[src/rtl/clkgen_multi_if.sv]
// Run/sync/config inputs and per-channel divided-clock outputs of clkgen_multi.
interface clkgen_multi_if #(
  parameter int unsigned NCH = 4,
  parameter int unsigned CW  = 25,
  parameter int unsigned CHW = (NCH > 1) ? $clog2(NCH) : 1
);
  logic [NCH-1:0] en_i;
  logic           sync_i;
  logic           cfg_we_i;
  logic [CHW-1:0] cfg_ch_i;
  logic [CW-1:0]  cfg_div_i;
  logic [NCH-1:0] clk_o;
  logic [NCH-1:0] tick_o;
  logic [NCH-1:0] pend_o;
  logic [NCH-1:0] run_o;

  modport master (
    output en_i, sync_i, cfg_we_i, cfg_ch_i, cfg_div_i,
    input  clk_o, tick_o, pend_o, run_o
  );

  modport slave (
    input  en_i, sync_i, cfg_we_i, cfg_ch_i, cfg_div_i,
    output clk_o, tick_o, pend_o, run_o
  );
endinterface

[src/rtl/clkgen_multi.sv]
// Multi-channel programmable clock divider. Each channel toggles clk_o every
// D+1 cycles, stops only after a completed high phase, and picks up new divide
// values at its next reload so no phase is ever truncated or stretched.
// NCH is expected in 1..16.
module clkgen_multi #(
  parameter int unsigned NCH         = 4,
  parameter int unsigned CW          = 25,
  parameter int unsigned DEFAULT_DIV = 0
) (
  input  logic          clk_i,
  input  logic          rst_i,
  clkgen_multi_if.slave bus
);

  localparam int unsigned   CHW     = (NCH > 1) ? $clog2(NCH) : 1;
  localparam logic [CW-1:0] DIV_RST = CW'(DEFAULT_DIV);

  typedef enum logic [1:0] {
    ST_IDLE = 2'd0,
    ST_RUN  = 2'd1,
    ST_STOP = 2'd2
  } state_e;

  logic [1:0]     rst_sync_q;
  logic           rst_n;
  logic [NCH-1:0] clk_vec;
  logic [NCH-1:0] tick_vec;
  logic [NCH-1:0] pend_vec;
  logic [NCH-1:0] run_vec;

  // Reset synchronizer: assertion is immediate, release is aligned to clk_i.
  always_ff @(posedge clk_i or negedge rst_i) begin
    if (!rst_i) begin
      rst_sync_q <= 2'b00;
    end else begin
      rst_sync_q <= {rst_sync_q[0], 1'b1};
    end
  end

  assign rst_n = rst_sync_q[1];

  for (genvar i = 0; i < NCH; i++) begin : g_ch
    state_e        state_q, state_d;
    logic [CW-1:0] div_q, div_d;
    logic [CW-1:0] pdiv_q, pdiv_d;
    logic [CW-1:0] cnt_q, cnt_d;
    logic [CW-1:0] div_eff;
    logic          pend_q, pend_d;
    logic          clk_q, clk_d;
    logic          tick_q, tick_d;
    logic          run_q, run_d;
    logic          reload;
    logic          wr_hit;
    logic          en;

    assign en      = bus.en_i[i];
    // Out-of-range channel numbers never match any i, so they are dropped.
    assign wr_hit  = bus.cfg_we_i && (bus.cfg_ch_i == CHW'(i));
    // Divide value a reload would use this cycle.
    assign div_eff = pend_q ? pdiv_q : div_q;

    // Channel state, counter, divide values and registered outputs.
    always_ff @(posedge clk_i or negedge rst_n) begin
      if (!rst_n) begin
        state_q <= ST_IDLE;
        div_q   <= DIV_RST;
        pdiv_q  <= DIV_RST;
        cnt_q   <= DIV_RST;
        pend_q  <= 1'b0;
        clk_q   <= 1'b0;
        tick_q  <= 1'b0;
        run_q   <= 1'b0;
      end else begin
        state_q <= state_d;
        div_q   <= div_d;
        pdiv_q  <= pdiv_d;
        cnt_q   <= cnt_d;
        pend_q  <= pend_d;
        clk_q   <= clk_d;
        tick_q  <= tick_d;
        run_q   <= run_d;
      end
    end

    // Next-state: sync beats counting; a stopping channel always finishes high.
    always_comb begin
      state_d = state_q;
      div_d   = div_q;
      pdiv_d  = pdiv_q;
      cnt_d   = cnt_q;
      pend_d  = pend_q;
      clk_d   = clk_q;
      tick_d  = 1'b0;
      reload  = 1'b0;

      case (state_q)
        ST_IDLE: begin
          clk_d = 1'b0;
          if (en) begin
            reload  = 1'b1;
            state_d = ST_RUN;
          end
        end
        ST_RUN: begin
          if (bus.sync_i) begin
            reload  = 1'b1;
            clk_d   = 1'b0;
            state_d = en ? ST_RUN : ST_IDLE;
          end else if (!en && !clk_q) begin
            state_d = ST_IDLE;
          end else if (cnt_q == '0) begin
            // With en low here clk_q is high, so this is the final falling toggle.
            reload  = 1'b1;
            clk_d   = ~clk_q;
            tick_d  = 1'b1;
            state_d = en ? ST_RUN : ST_IDLE;
          end else begin
            cnt_d   = cnt_q - CW'(1);
            state_d = en ? ST_RUN : ST_STOP;
          end
        end
        ST_STOP: begin
          if (bus.sync_i) begin
            reload  = 1'b1;
            clk_d   = 1'b0;
            state_d = ST_IDLE;
          end else if (cnt_q == '0) begin
            reload  = 1'b1;
            clk_d   = ~clk_q;
            tick_d  = 1'b1;
            state_d = en ? ST_RUN : ST_IDLE;
          end else begin
            cnt_d   = cnt_q - CW'(1);
            state_d = en ? ST_RUN : ST_STOP;
          end
        end
        default: begin
          state_d = ST_IDLE;
          clk_d   = 1'b0;
        end
      endcase

      if (reload) begin
        cnt_d  = div_eff;
        div_d  = div_eff;
        pend_d = 1'b0;
      end

      // A write landing on a reload cycle is held over to the next reload.
      if (wr_hit) begin
        if ((state_q == ST_IDLE) && !reload) begin
          div_d  = bus.cfg_div_i;
          pend_d = 1'b0;
        end else begin
          pdiv_d = bus.cfg_div_i;
          pend_d = 1'b1;
        end
      end

      run_d = (state_d != ST_IDLE);
    end

    assign clk_vec[i]  = clk_q;
    assign tick_vec[i] = tick_q;
    assign pend_vec[i] = pend_q;
    assign run_vec[i]  = run_q;
  end

  assign bus.clk_o  = clk_vec;
  assign bus.tick_o = tick_vec;
  assign bus.pend_o = pend_vec;
  assign bus.run_o  = run_vec;

endmodule

[src/flat_wrapper.sv]
// flat-port wrapper written by rule: the top's interface ports become plain ports
module clkgen_multi_flat 
#(
  parameter int unsigned NCH         = 4,
  parameter int unsigned CW          = 25,
  parameter int unsigned DEFAULT_DIV = 0
)
  (clk_i, rst_i, bus_en_i, bus_sync_i, bus_cfg_we_i, bus_cfg_ch_i, bus_cfg_div_i, bus_clk_o, bus_tick_o, bus_pend_o, bus_run_o);
  clkgen_multi_if #(.NCH(NCH), .CW(CW), .CHW((2))) bus_i ();
  input  logic clk_i;
  input  logic rst_i;
  input wire logic [$bits(bus_i.en_i)-1:0] bus_en_i;
  input wire logic [$bits(bus_i.sync_i)-1:0] bus_sync_i;
  input wire logic [$bits(bus_i.cfg_we_i)-1:0] bus_cfg_we_i;
  input wire logic [$bits(bus_i.cfg_ch_i)-1:0] bus_cfg_ch_i;
  input wire logic [$bits(bus_i.cfg_div_i)-1:0] bus_cfg_div_i;
  output wire logic [$bits(bus_i.clk_o)-1:0] bus_clk_o;
  output wire logic [$bits(bus_i.tick_o)-1:0] bus_tick_o;
  output wire logic [$bits(bus_i.pend_o)-1:0] bus_pend_o;
  output wire logic [$bits(bus_i.run_o)-1:0] bus_run_o;
  assign bus_i.en_i = bus_en_i;
  assign bus_i.sync_i = bus_sync_i;
  assign bus_i.cfg_we_i = bus_cfg_we_i;
  assign bus_i.cfg_ch_i = bus_cfg_ch_i;
  assign bus_i.cfg_div_i = bus_cfg_div_i;
  assign bus_clk_o = bus_i.clk_o;
  assign bus_tick_o = bus_i.tick_o;
  assign bus_pend_o = bus_i.pend_o;
  assign bus_run_o = bus_i.run_o;
  clkgen_multi #(.NCH(NCH), .CW(CW), .DEFAULT_DIV(DEFAULT_DIV)) u_core (.clk_i(clk_i), .rst_i(rst_i), .bus(bus_i));
endmodule
[config.mk]
export PLATFORM = sky130hd
export DESIGN_NAME = clkgen_multi_flat
export DESIGN_NICKNAME = d
export VERILOG_FILES = /design/src/rtl/clkgen_multi_if.sv /design/src/rtl/clkgen_multi.sv /design/src/flat_wrapper.sv
export SDC_FILE = /design/constraint.sdc
export NUM_CORES = 1
export LEC_CHECK = 0
export ABC_AREA = 1
export CELL_PAD_IN_SITES_DETAIL_PLACEMENT = 1
export CELL_PAD_IN_SITES_GLOBAL_PLACEMENT = 1
export CORE_MARGIN = 2
export CORE_UTILIZATION = 50
export DETAILED_ROUTE_END_ITERATION = 10
export PLACE_DENSITY = 0.87
export SLEW_MARGIN = 20
export SYNTH_ARGS = -nofsm -noshare
export SYNTH_HDL_FRONTEND = slang
export SYNTH_SLANG_ARGS = --single-unit
[constraint.sdc]
create_clock -name clk_i -period 22.1 [get_ports clk_i]
set_input_delay 2.21 -clock clk_i [delete_from_list [all_inputs] [get_ports clk_i]]
set_output_delay 2.21 -clock clk_i [all_outputs]
set_load 0.02 [all_outputs]
## Yosys cells after proc, flatten, opt, wreduce, memory -nomap -nowiden

Index checks and enable logic that the tools add are counted.

| storage, ports and cells | value |
|---|---|
| flip-flop bits (word level) | 326 |
| bits in latches | 0 |
| bits in writable memories | 0 |
| ROM bits | 0 |
| bits of input ports | 35 |
| word-level logic and storage cells | 265 |
| memories | 0 |

| cells by class | value |
|---|---|
| $add $sub $neg | 4 |
| multipliers | 0 |
| div/mod/pow operators | 0 |
| magnitude comparators | 0 |
| equal/unequal tests | 27 |
| shifts and indexed selects | 0 |
| mux-type cells | 140 |
| bitwise logic cells | 8 |
| reductions and logical operators | 53 |

Operators with widths:

| cell | number |
|---|---|
| 25-bit two-way mux | 36 |
| 25-bit case mux with 2 select lines | 4 |
| 25-bit logical NOT | 4 |
| 25-bit by 1-bit subtractor with 25-bit output (second input constant) | 4 |
| 1-bit two-way mux | 60 |
| 2-bit two-way mux | 24 |
| 3-bit by 2-bit inequality test with 1-bit output (second input constant) | 12 |
| 2-bit case mux with 3 select lines | 4 |
| 1-bit case mux with 2 select lines | 8 |
| 4-bit AND reduction | 4 |
| 2-bit nonzero test | 8 |
| 2-bit equality test (second input constant) | 6 |
| 1-bit logical AND | 12 |
| 1-bit logical NOT | 12 |
| 3-bit inequality test (second input constant) | 4 |
| 1-bit case mux with 3 select lines | 4 |
| 3-bit nonzero test | 4 |
| 2-bit by 1-bit equality test with 1-bit output (second input constant) | 5 |
| 2-bit logical NOT | 5 |
| 1-bit NOT | 8 |
| 2-bit AND reduction | 4 |

## Longest topological paths before layout

Gate-level depths: netlist of the first run.

| depth | value |
|---|---|
| depth in word-level cells | 9 |
| depth in mapped cells | 17 |
| gate-level depth less buffers | 15 |

## Worst setup path before layout of the first run

No wires, ideal clock.

| timing | value |
|---|---|
| path kind | input-to-reg |
| start | in bus_en_i[2] |
| end | reg u_core.g_ch[2].cnt_q[10] |
| library setup time | 0.083 ns |
| arrival time | 3.495 ns |
| data required time | 22.017 ns |
| path slack | 18.522 ns |
| cell stages on the path | 11 |
| path buffers | 1 |
| path through | nor2_1 -> inv_1 -> or2_2 -> nand4_1 -> nand2_2 -> nand2_4 -> clkbuf_1 -> o21ai_0 -> nand2_1 -> nand2_1 -> o21ai_0 |

| on the way | value |
|---|---|
| cells in the longest elaborated chain, start to end | 7 |
| elaborated cells between the ends (all ways) | 12 |
| those cells by class | eq/ne (3); mux (5); reduce/logical (4) |

RTL lines:

| element | RTL line | source |
|---|---|---|
| start, declared | flat_wrapper.sv:12 | `input wire logic [$bits(bus_i.en_i)-1:0] bus_en_i;` |
| 1-bit logical NOT | clkgen_multi.sv:109 | `end else if (!en && !clk_q) begin` |
| 1-bit logical AND | clkgen_multi.sv:109 |  |
| 1-bit two-way mux | clkgen_multi.sv:109 |  |
| 1-bit two-way mux | clkgen_multi.sv:105 | `if (bus.sync_i) begin` |
| 1-bit case mux with 3 select lines | clkgen_multi.sv:96 | `case (state_q)` |
| 3-bit by 2-bit inequality test with 1-bit output (no line) / 3-bit nonzero test (equally long branches) | -- |  |
| 4-bit AND reduction (no line) | -- |  |
| end signal, assigned | clkgen_multi.sv:77 | `cnt_q <= cnt_d;` |
| end, declared | clkgen_multi.sv:46 | `logic [CW-1:0] cnt_q, cnt_d;` |

Several ways; a longest one is shown, not always the timed one.
A chain may end at the register's enable or synchronous reset.

## Final worst setup path of the first run

| timing | value |
|---|---|
| start | in bus_sync_i |
| end | reg u_core.g_ch[3].div_q[23] |

| on the way | value |
|---|---|
| cells in the longest elaborated chain, start to end | 6 |
| elaborated cells between the ends (all ways) | 8 |
| those cells by class | mux (6); reduce/logical (2) |

RTL lines:

| element | RTL line | source |
|---|---|---|
| start, declared | flat_wrapper.sv:13 | `input wire logic [$bits(bus_i.sync_i)-1:0] bus_sync_i;` |
| 1-bit two-way mux (on tied branches) | clkgen_multi.sv:123, clkgen_multi.sv:105 |  |
| 1-bit case mux with 3 select lines (*) | clkgen_multi.sv:96 |  |
| 1-bit logical NOT | clkgen_multi.sv:151 | `if ((state_q == ST_IDLE) && !reload) begin` |
| 1-bit logical AND | clkgen_multi.sv:151 |  |
| 25-bit two-way mux | clkgen_multi.sv:151 |  |
| 25-bit two-way mux (*) | clkgen_multi.sv:150 | `if (wr_hit) begin` |
| net u_core.g_ch[3].div_d[23] | clkgen_multi.sv:44 | `logic [CW-1:0] div_q, div_d;` |
| end signal, assigned | clkgen_multi.sv:75 | `div_q <= div_d;` |
| end, declared | clkgen_multi.sv:44 |  |

The timed path passes the listed nets; every way through them passes the cells marked *.

==> results.ini, run 1 <==
[outcome]
outcome=finished clean

[detailed_routing]
dr.pass1.iters=5
drcViolationCount=0
vias=17300
ant_nets=0
viasPerCell=5.65
drtIter0Drc=1063
wire_per_inst_um=19.9
drt-total-wl_um=61100

[synthesis]
synth-compound-area-share_pct=7.72
synth_cells=2545
synth_warnings=0
synth_seq_area_share_pct=43.3
synth_area_um2=18800
synthMuxAreaShare_pct=5.98
yosysTopAreaCellShare_pct=43.3
synth-edff-count=0
synth-xor-area-share_pct=2.32
synth_top_area_cell=dfrtp_1
syn_area_per_cell_um2=7.40
synth_cell_type_count=42
yosys.area_share.adder_pct=1.33
async_reset_ff_share_pct=100
yosys.area_share.simple_pct=30.2
synth-seq-cells=326
syn-num-nets=2600
synth_top_family_by_area=simple AND/OR/NAND/NOR gates
synthFlopType=dfrtp_1
synth.area.top_cells=dfrtp_1 43%, nand2_1 15%, mux2_2 6.0%

[global_route]
grt_pass1_vias=18200
grt_pass1_wl_um=96900
grtUsageTotal_pct=31.5
antenna_found_initial=3
grt_max_degree=183
overflow=0

[cells_and_area]
layout_commonest_cell=nand2_1
utilization_pct=55.8
nets=2578
layout_common_cells=764 x nand2_1, 325 x dfrtp_1, 279 x inv_1, 266 x nor2_1, 217 x nand3_1
drive_above_1_share_pct=8.73
area_growth_pct=10.7

[run]
cap_violations=0

[timing]
skew_ps=10.1
timing.final.crit_share_pct=27.0
fin_crit_ps=5970
worstMarginPinSlew_ps=1170
hold_violations=0
grt_setup_unrepaired=no
fin_setup_tns_ps=0
setup_viol=0
drv_slew=0
fmax_mhz=168
relSlewSlack_pct=21.6

[critical_path]
start_kind=primary input
arrival_ps=6340
crit_fanout=54
critical_path_class=in2reg
crit_slowest_cell=nand3_2
required_ps=22480
cp-end-kind=register
crit_chain=clkdlybuf4s50_1, buf_4, inv_1, o22ai_1, inv_1, nand2_2, nand2_2, nand3_2, nor2_1, a21oi_1
max_stage_delay_ps=1020

[floorplanning]
core_um2=37400
io_pins=51
die_area_um2=39300
num_rows=71
die_y_um=198
initial_core_util_pct=50.4
die_x_um=198

[cts]
clk_latency_ps=540
cts_resized=0
numCtsBuffers=39
clock-sinks=326
cts_tree=built
root_buffer=clkbuf_16
cts_max_level=2
clk_path_buf_depth=3
post-cts-setup-buffer-count=0
clkTransAtPathRegs_ps=60
cts-hold-fix-buffers=0

[power_and_ir_drop]
p_int_w=0.00180
p_leak_nw=11.0
p_clk_share_pct=20.8
switching_share_pct=44.9
p_per_area_nw_per_um2=157
seqPwrFrac_pct=32.6
p_switching_w=0.00146
comb_power_share_pct=46.6
peakVddDrop_v=0.000103

[placed_design]
routabilityCongestion=0.880
numPortBuffers=50
hpwlAfterDp_um=39900

[worst_hold_path]
hold_class=reg2async

[layout make-up]
class | count | area (um2)
diodes | 1 | 2.50
flip-flops and latches | 326 | 8160
well taps | 511 | 639
inverters | 286 | 1070
clock inverters | 11 | 158
repair buffers | 67 | 664
fillers | 4681 | 16500
multi-input cells | 1803 | 8970
clock buffers | 60 | 1180
[sequential cells by signal, indices dropped and copies added, names as in the netlist]
name,flops
u_core.g_ch.cnt_q,100
u_core.g_ch.div_q,100
u_core.g_ch.pdiv_q,100
u_core.g_ch.state_q,8
u_core.g_ch.clk_q,4
u_core.g_ch.pend_q,4
u_core.g_ch.run_q,4
u_core.g_ch.tick_q,4
u_core.rst_sync_q,2
[power groups by stage]
stage                     sequential [W]  combinational, W  clock, W
after global routing             0.00109           0.00173  0.000710
after detailed placement         0.00106           0.00148         0
after CTS                        0.00106           0.00151  0.000685
after floorplan                  0.00101           0.00116         0
final                            0.00107           0.00152  0.000677
after global placement           0.00105           0.00139         0
[through the flow]
| step | worst slack (ps) | power [W] | hold slack [ps] | cell area, um2 | cells |
|---|---|---|---|---|---|
| after floorplan | 12340 | 0.00216 | 331 | 18800 | 2545 |
| after global placement | 15900 | 0.00244 | 344 | 19500 | 2992 |
| after detailed placement | 15660 | 0.00255 | 348 | 19500 | 2992 |
| after CTS | 16160 | 0.00326 | 361 | 20800 | 3063 |
| after global routing | 15830 | 0.00353 | 345 | 20800 | 3064 |
| final | 16130 | 0.00326 | 315 | 20900 | 3065 |
[synth_stat cells, types with 6 or more instances]
cell type and n:
a21oi_1 60, buf_1 7, buf_2 50, buf_4 17, clkbuf_1 51, dfrtp_1 326
ha_1 20, inv_1 279, mux2_2 100, nand2_1 764, nand2_4 6, nand3_1 218
nand3_2 6, nand3b_1 9, nand4_1 41, nor2_1 266, nor2_2 6, nor3_1 30
o21ai_0 144, o21ai_1 42, o21ai_2 9, xnor2_1 9, xor2_1 41
[cells by family after synthesis]
kind of cell,after synthesis
AOI/OAI and AO/OA,273
muxes,100
DFF,326
xor gates and xnor gates,50
and+or+nand+nor,1359
buffers and inverters,416
other,1
adders and majority gates,20
[worst max-delay path: cells and delay by family]
kind / cells / cell delay (ps)
simple gates: 4 / 2620
compound gates: 2 / 260
buf+inv: 4 / 1210
[per-layer routing]
| layer | track usage, % | wire [um] | vias to the layer above | share of wire [%] |
|---|---|---|---|---|
| met5 | 0 | 13 | - | 0.021 |
| met4 | 14.7 | 2830 | 2 | 4.6 |
| met3 | 4.63 | 3200 | 153 | 5.2 |
| met2 | 53.1 | 29400 | 453 | 48 |
| met1 | 40.0 | 25700 | 8659 | 42 |
| li1 | - | - | 8037 | - |
[worst paths after layout]
check,from,depth (start not counted),to,slack [ps]
worst max-delay path,bus_sync_i,10,u_core.g_ch[3].div_q[23],16130
min in group clk_i,u_core.rst_sync_q[0],0,u_core.rst_sync_q[1],360
max in group asynchronous,u_core.rst_sync_q[1],3,u_core.g_ch[0].pdiv_q[0],20060
worst min register to register,u_core.rst_sync_q[1],1,u_core.g_ch[2].pdiv_q[17],310
worst max register to register,u_core.g_ch[0].cnt_q[0],15,u_core.g_ch[0].pdiv_q[0],17940
worst min-delay path,u_core.rst_sync_q[1],1,u_core.g_ch[2].pdiv_q[17],310
(Power assumes the default switching activity.)
==> run 2: changes to the inputs <==
--- a/config.mk
+++ b/config.mk
@@ -9,9 +9,9 @@
 export CELL_PAD_IN_SITES_DETAIL_PLACEMENT = 1
 export CELL_PAD_IN_SITES_GLOBAL_PLACEMENT = 1
 export CORE_MARGIN = 2
-export CORE_UTILIZATION = 50
+export CORE_UTILIZATION = 47
 export DETAILED_ROUTE_END_ITERATION = 10
-export PLACE_DENSITY = 0.87
+export PLACE_DENSITY = 0.82
 export SLEW_MARGIN = 20
 export SYNTH_ARGS = -nofsm -noshare
 export SYNTH_HDL_FRONTEND = slang
==> constraint.sdc (replaced) <==
create_clock -name clk_i -period 6.3 [get_ports clk_i]
set_input_delay 0.63 -clock clk_i [delete_from_list [all_inputs] [get_ports clk_i]]
set_output_delay 0.63 -clock clk_i [all_outputs]
set_load 0.02 [all_outputs]
==> results.ini, run 2 (same netlist as run 1, synthesis figures left out) <==
[placed_design]
numPortBuffers=50  ; unchanged
dp_worst_setup_slack_ps=1960  ; -13690 ps
placed_area_um2=19500  ; +0.21%
dp.cells=3009  ; +0.57%
hpwlAfterDp_um=40600  ; +1.8%
routabilityCongestion=0.867  ; -1.6%

[detailed_routing]
drcViolationCount=0  ; unchanged
ant_nets=0  ; unchanged
drtIter0Drc=940  ; -12%
vias=16900  ; -2.2%
dr.pass1.iters=5  ; unchanged
drt-total-wl_um=60500  ; -1.0%
viasPerCell=5.49  ; -2.8%
wire_per_inst_um=19.6  ; -1.5%

[global_route]
grtUsageMet3_pct=3.25  ; -1.4 points
grtUsageTotal_pct=29.7  ; -1.8 points
grt_util_met2_pct=49.3  ; -3.8 points
overflow=0  ; unchanged
grt_pass1_vias=17600  ; -3.0%
grt_busiest_layer=met2
antenna_found_initial=0  ; -3
use_met1_pct=39.7  ; -0.31 points
grt_max_degree=168  ; -8.2%
grt_pass1_wl_um=96800  ; -0.10%

[cells_and_area]
largestRegisters=u_core.g_ch.cnt_q: 100 flops, u_core.g_ch.div_q: 100 flops, u_core.g_ch.pdiv_q: 100 flops
layout_common_cells=764 x nand2_1, 325 x dfrtp_1, 279 x inv_1, 266 x nor2_1, 217 x nand3_1
regArea_um2=8160  ; unchanged
multi_input_area_um2=8970  ; unchanged
nets=2581  ; +0.12%
area_growth_pct=11.1
fin_cells=3082  ; +0.55%
layout_commonest_cell=nand2_1
drive_above_1_share_pct=9.15  ; +0.42 points
antenna_cells=0  ; -1
finalInstanceArea_um2=20900  ; +0.43%
fillers=5031  ; +7.5%

[critical_path]
crit_slowest_cell=nand3_2
r2r_slack_ps=2360  ; -15580 ps
startpoint=u_core.g_ch[2].cnt_q[0]
cpMostUsedCell=nand2_2
critPathCapture=u_core.g_ch[2].div_q[13]
r2r-end=u_core.g_ch[2].div_q[13]
timing.rr.start=u_core.g_ch[2].cnt_q[0]
max_stage_delay_ps=860  ; -160 ps
reg2reg_depth=12  ; -3
crit_chain=inv_1, ha_1, nand2_1, nor2_4, nand2_2, nor2_2, nand4_1, nand2_2, nand2_4, nand3_2, nor2_1, a21oi_1
path_buf_inv=1  ; -3
critical_path_class=reg2reg
arrival_ps=4410  ; -1930 ps
cp-end-kind=register
path_depth=12  ; +2
start_kind=register
crit_fanout=55  ; +1.9%
required_ps=6770  ; -15710 ps
crit_family=simple AND/OR/NAND/NOR gates

[cts]
clkTransAtPathRegs_ps=60  ; about the same
cts_resized=0  ; unchanged
cts-hold-fix-buffers=0  ; unchanged
numCtsBuffers=40  ; +2.6%
clk_latency_ps=570  ; +30 ps
clk_path_buf_depth=3  ; unchanged
cts_tree=built
clock-sinks=326  ; unchanged
post-cts-setup-buffer-count=0  ; unchanged
cts_max_level=2  ; unchanged
root_buffer=clkbuf_16

[power_and_ir_drop]
comb_power_share_pct=45.4  ; -1.2 points
p_clk_share_pct=21.7  ; +0.9 points
p_switching_w=0.00510  ; +250%
peakVddDrop_v=0.000366  ; +250%
switching_share_pct=44.4  ; -0.46 points
p_per_area_nw_per_um2=549  ; +250%
p_int_w=0.00639  ; +250%
seqPwrFrac_pct=32.9  ; +0.3 points
p_leak_nw=11.0  ; +0.48%

[timing]
relSlewSlack_pct=20.7  ; -0.85 points
worstMarginPinSlew_ps=1180  ; +12.7 ps
timing.final.crit_share_pct=62.6
fin_crit_ps=3940
timing.hold.ws_ps=225  ; -90.1 ps
fin_ws_ps=2360  ; -13780 ps
drv_slew=0  ; unchanged
skew_ps=18.5  ; +8.31 ps
setup_viol=0  ; unchanged
grt_setup_unrepaired=no
hold_violations=0  ; unchanged
fin_setup_tns_ps=0  ; unchanged
fmax_mhz=254

[floorplanning]
die_area_um2=41700  ; +6.3%
die_y_um=204  ; +3.1%
core_um2=39600  ; +6.0%
initial_core_util_pct=47.5  ; -2.8 points
io_pins=51  ; unchanged
die_x_um=204  ; +3.1%
num_rows=73  ; +2.8%

[worst_hold_path]
hold_class=in2async

[run]
cap_violations=0  ; unchanged

[outcome]
outcome=finished clean

run 2: cell count changes in the layout (fill, tap and decap cells not counted), sizes merged:
cell and delta:
buf +2, bufinv +1, clkbuf -5, clkinv +6
diode -1
run 2: worst min-delay path by stage:
stage / endpoint / slack, ps / cells past startpoint
after detailed placement: u_core.rst_sync_q[1] / 340 / 0
final: u_core.rst_sync_q[0] / 220 / 1
after CTS: u_core.rst_sync_q[1] / 200 / 1
after floorplan: u_core.rst_sync_q[0] / 330 / 0
after global routing: u_core.rst_sync_q[0] / 220 / 1
after global placement: u_core.rst_sync_q[1] / 340 / 0
run 2: final cells by class:
cell class              count  area share, %
repair buffers             69           3.13
multi-input cells        1803           42.9
clock buffers              55           5.68
flip-flops and latches    326           39.0
well taps                 525           3.14
inverters                 286           5.13
clock inverters            18           1.09
run 2: metrics by stage:
stage                     power, W  utilization (%)
after floorplan            0.00758                -
after global placement     0.00861             49.2
after detailed placement   0.00893             49.2
after CTS                   0.0115             52.8
after global routing        0.0125             52.8
final                       0.0115             52.8
run 2: per-layer routing:
layer  part of all wire (%)  wire, um
met5                      0         0
met4                    3.8      2320
met1                     45     27200
met3                    3.5      2100
met2                     48     28900
run 2: power groups by stage:
stage | logic [W] | clock network, W | registers [W]
after floorplan | 0.00406 | 0 | 0.00353
after global placement | 0.00489 | 0 | 0.00372
after CTS | 0.00523 | 0.00253 | 0.00375
after detailed placement | 0.00516 | 0 | 0.00377
after global routing | 0.00598 | 0.00262 | 0.00388
final | 0.00522 | 0.00250 | 0.00378
==> run 3: changes to the inputs <==
==> constraint.sdc (replaced) <==
create_clock -name clk_i -period 4.03 [get_ports clk_i]
set_input_delay 0.403 -clock clk_i [delete_from_list [all_inputs] [get_ports clk_i]]
set_output_delay 0.403 -clock clk_i [all_outputs]
set_load 0.02 [all_outputs]
==> results.ini, run 3 (same netlist as run 1, synthesis figures left out) <==
[global_route]
antenna_found_initial=1  ; +1
overflow=0  ; unchanged
grt_max_degree=91  ; -46%
grt_pass1_vias=17800  ; +0.88%
grt_pass1_wl_um=96500  ; -0.32%
grtUsageTotal_pct=29.5  ; -0.20 points

[placed_design]
numPortBuffers=50  ; unchanged
placed_area_um2=19600  ; +0.63%
hpwlAfterDp_um=41100  ; +1.2%
routabilityCongestion=0.880  ; +1.5%

[critical_path]
max_stage_delay_ps=490  ; -370 ps
r2r-end=u_core.g_ch[0].cnt_q[6]
crit_slowest_cell=buf_4
required_ps=4530  ; -2240 ps
crit_chain=inv_1, ha_1, nand2_1, nor2_4, nand2_1, nor2_2, nand2_1, nand2_1, nand2_1, o21ai_4, nand2_4, buf_4, nand2_1, nand2_1, nand2_1
startpoint=u_core.g_ch[0].cnt_q[0]
timing.rr.start=u_core.g_ch[0].cnt_q[0]
crit_family=simple AND/OR/NAND/NOR gates
cpMostUsedCell=nand2_1
critical_path_class=reg2reg
r2r_slack_ps=660  ; -1700 ps
path_buf_inv=2  ; +1
reg2reg_depth=15  ; +3
start_kind=register
arrival_ps=3870  ; -540 ps
path_depth=15  ; +3
critPathCapture=u_core.g_ch[0].cnt_q[6]
cp-end-kind=register
crit_fanout=77  ; +40%

[cts]
cts-hold-fix-buffers=1  ; +1
root_buffer=clkbuf_16
clkTransAtPathRegs_ps=60  ; about the same
numCtsBuffers=40  ; unchanged
clock-sinks=326  ; unchanged
cts_max_level=2  ; unchanged
cts_tree=built
clk_path_buf_depth=3  ; unchanged
cts_resized=0  ; unchanged
clk_latency_ps=570  ; about the same
post-cts-setup-buffer-count=0  ; unchanged

[timing]
relSlewSlack_pct=38.0  ; +17 points
timing.final.crit_share_pct=83.7  ; +21 points
worstMarginPinSlew_ps=928  ; -253 ps
hold_violations=0  ; unchanged
grt_setup_unrepaired=no
fmax_mhz=297  ; +17%
setup_viol=0  ; unchanged
skew_ps=31.2  ; +12.7 ps
fin_crit_ps=3370  ; -570 ps
fin_setup_tns_ps=0  ; unchanged
drv_slew=0  ; unchanged

[power_and_ir_drop]
peakVddDrop_v=0.000351  ; -4.1%
p_per_area_nw_per_um2=848  ; +55%
p_leak_nw=11.1  ; +0.32%
power_w=0.0178  ; +55%

[worst_hold_path]
hold_class=reg2async

[cells_and_area]
finalInstanceArea_um2=21000  ; +0.32%
nets=2596  ; +0.58%
layout_commonest_cell=nand2_1
fillers=5000  ; -0.62%
largestRegisters=u_core.g_ch.cnt_q: 100 flops, u_core.g_ch.div_q: 100 flops, u_core.g_ch.pdiv_q: 100 flops
area_growth_pct=11.5
layout_common_cells=764 x nand2_1, 325 x dfrtp_1, 279 x inv_1, 266 x nor2_1, 217 x nand3_1
drive_above_1_share_pct=9.54  ; +0.39 points

[floorplanning]
die_x_um=204  ; unchanged
io_pins=51  ; unchanged
initial_core_util_pct=47.5  ; unchanged
core_um2=39600  ; unchanged
num_rows=73  ; unchanged
die_area_um2=41700  ; unchanged
die_y_um=204  ; unchanged

[detailed_routing]
ant_nets=0  ; unchanged
drcViolationCount=0  ; unchanged
drt-total-wl_um=60700  ; +0.34%
wire_per_inst_um=19.6  ; about the same
vias=17100  ; +0.82%
dr.pass1.iters=7  ; +2
viasPerCell=5.51  ; +0.40%
drtIter0Drc=966  ; +2.8%

[outcome]
outcome=finished clean

[run]
cap_violations=0  ; unchanged

run 3: worst min-delay path by stage:
stage                                    start                        end
final                     u_core.rst_sync_q[1]  u_core.g_ch[1].pdiv_q[15]
after global routing      u_core.rst_sync_q[1]  u_core.g_ch[2].pdiv_q[15]
after CTS                 u_core.rst_sync_q[0]       u_core.rst_sync_q[1]
after detailed placement  u_core.rst_sync_q[0]       u_core.rst_sync_q[1]
after global placement    u_core.rst_sync_q[0]       u_core.rst_sync_q[1]
after floorplan                          rst_i       u_core.rst_sync_q[0]
run 3: per-stage QoR:
stage / setup WS, ps / cells / hold WS [ps] / utilization (%)
2_1_floorplan: 799 / 2545 / 107 / -
3_3_place_gp: 618 / 3022 / 336 / 49.6
3_5_place_dp: 535 / 3022 / 340 / 49.6
4_1_cts: 696 / 3093 / 364 / 52.9
5_1_grt: 390 / 3094 / 269 / 53.0
6_report: 658 / 3095 / 248 / 53.0
run 3: area by class of cell:
class / instances / area (um2) / area share, %
multi-input combinational: 1803 / 8970 / 42.7
sequential: 326 / 8160 / 38.8
clock buffer: 53 / 1140 / 5.43
inverter: 286 / 1070 / 5.11
timing repair buffer: 84 / 816 / 3.88
tap: 525 / 657 / 3.13
clock inverter: 17 / 184 / 0.875
antenna: 1 / 2.50 / 0.0119
run 3: power by group:
group | leakage, nW | switching, W | internal [W]
Clock | 0.656 | 0.00149 | 0.00218
Sequential | 4.12 | 0.00112 | 0.00477
Combinational | 6.29 | 0.00538 | 0.00288
Total | 11.1 | 0.00799 | 0.00982
run 3: routing by layer:
metal  track usage (%)  wire length, um
met1              37.7            26000
met2              50.9            29800
met3              3.95             2690
met4              11.0             2200
met5                 0                0
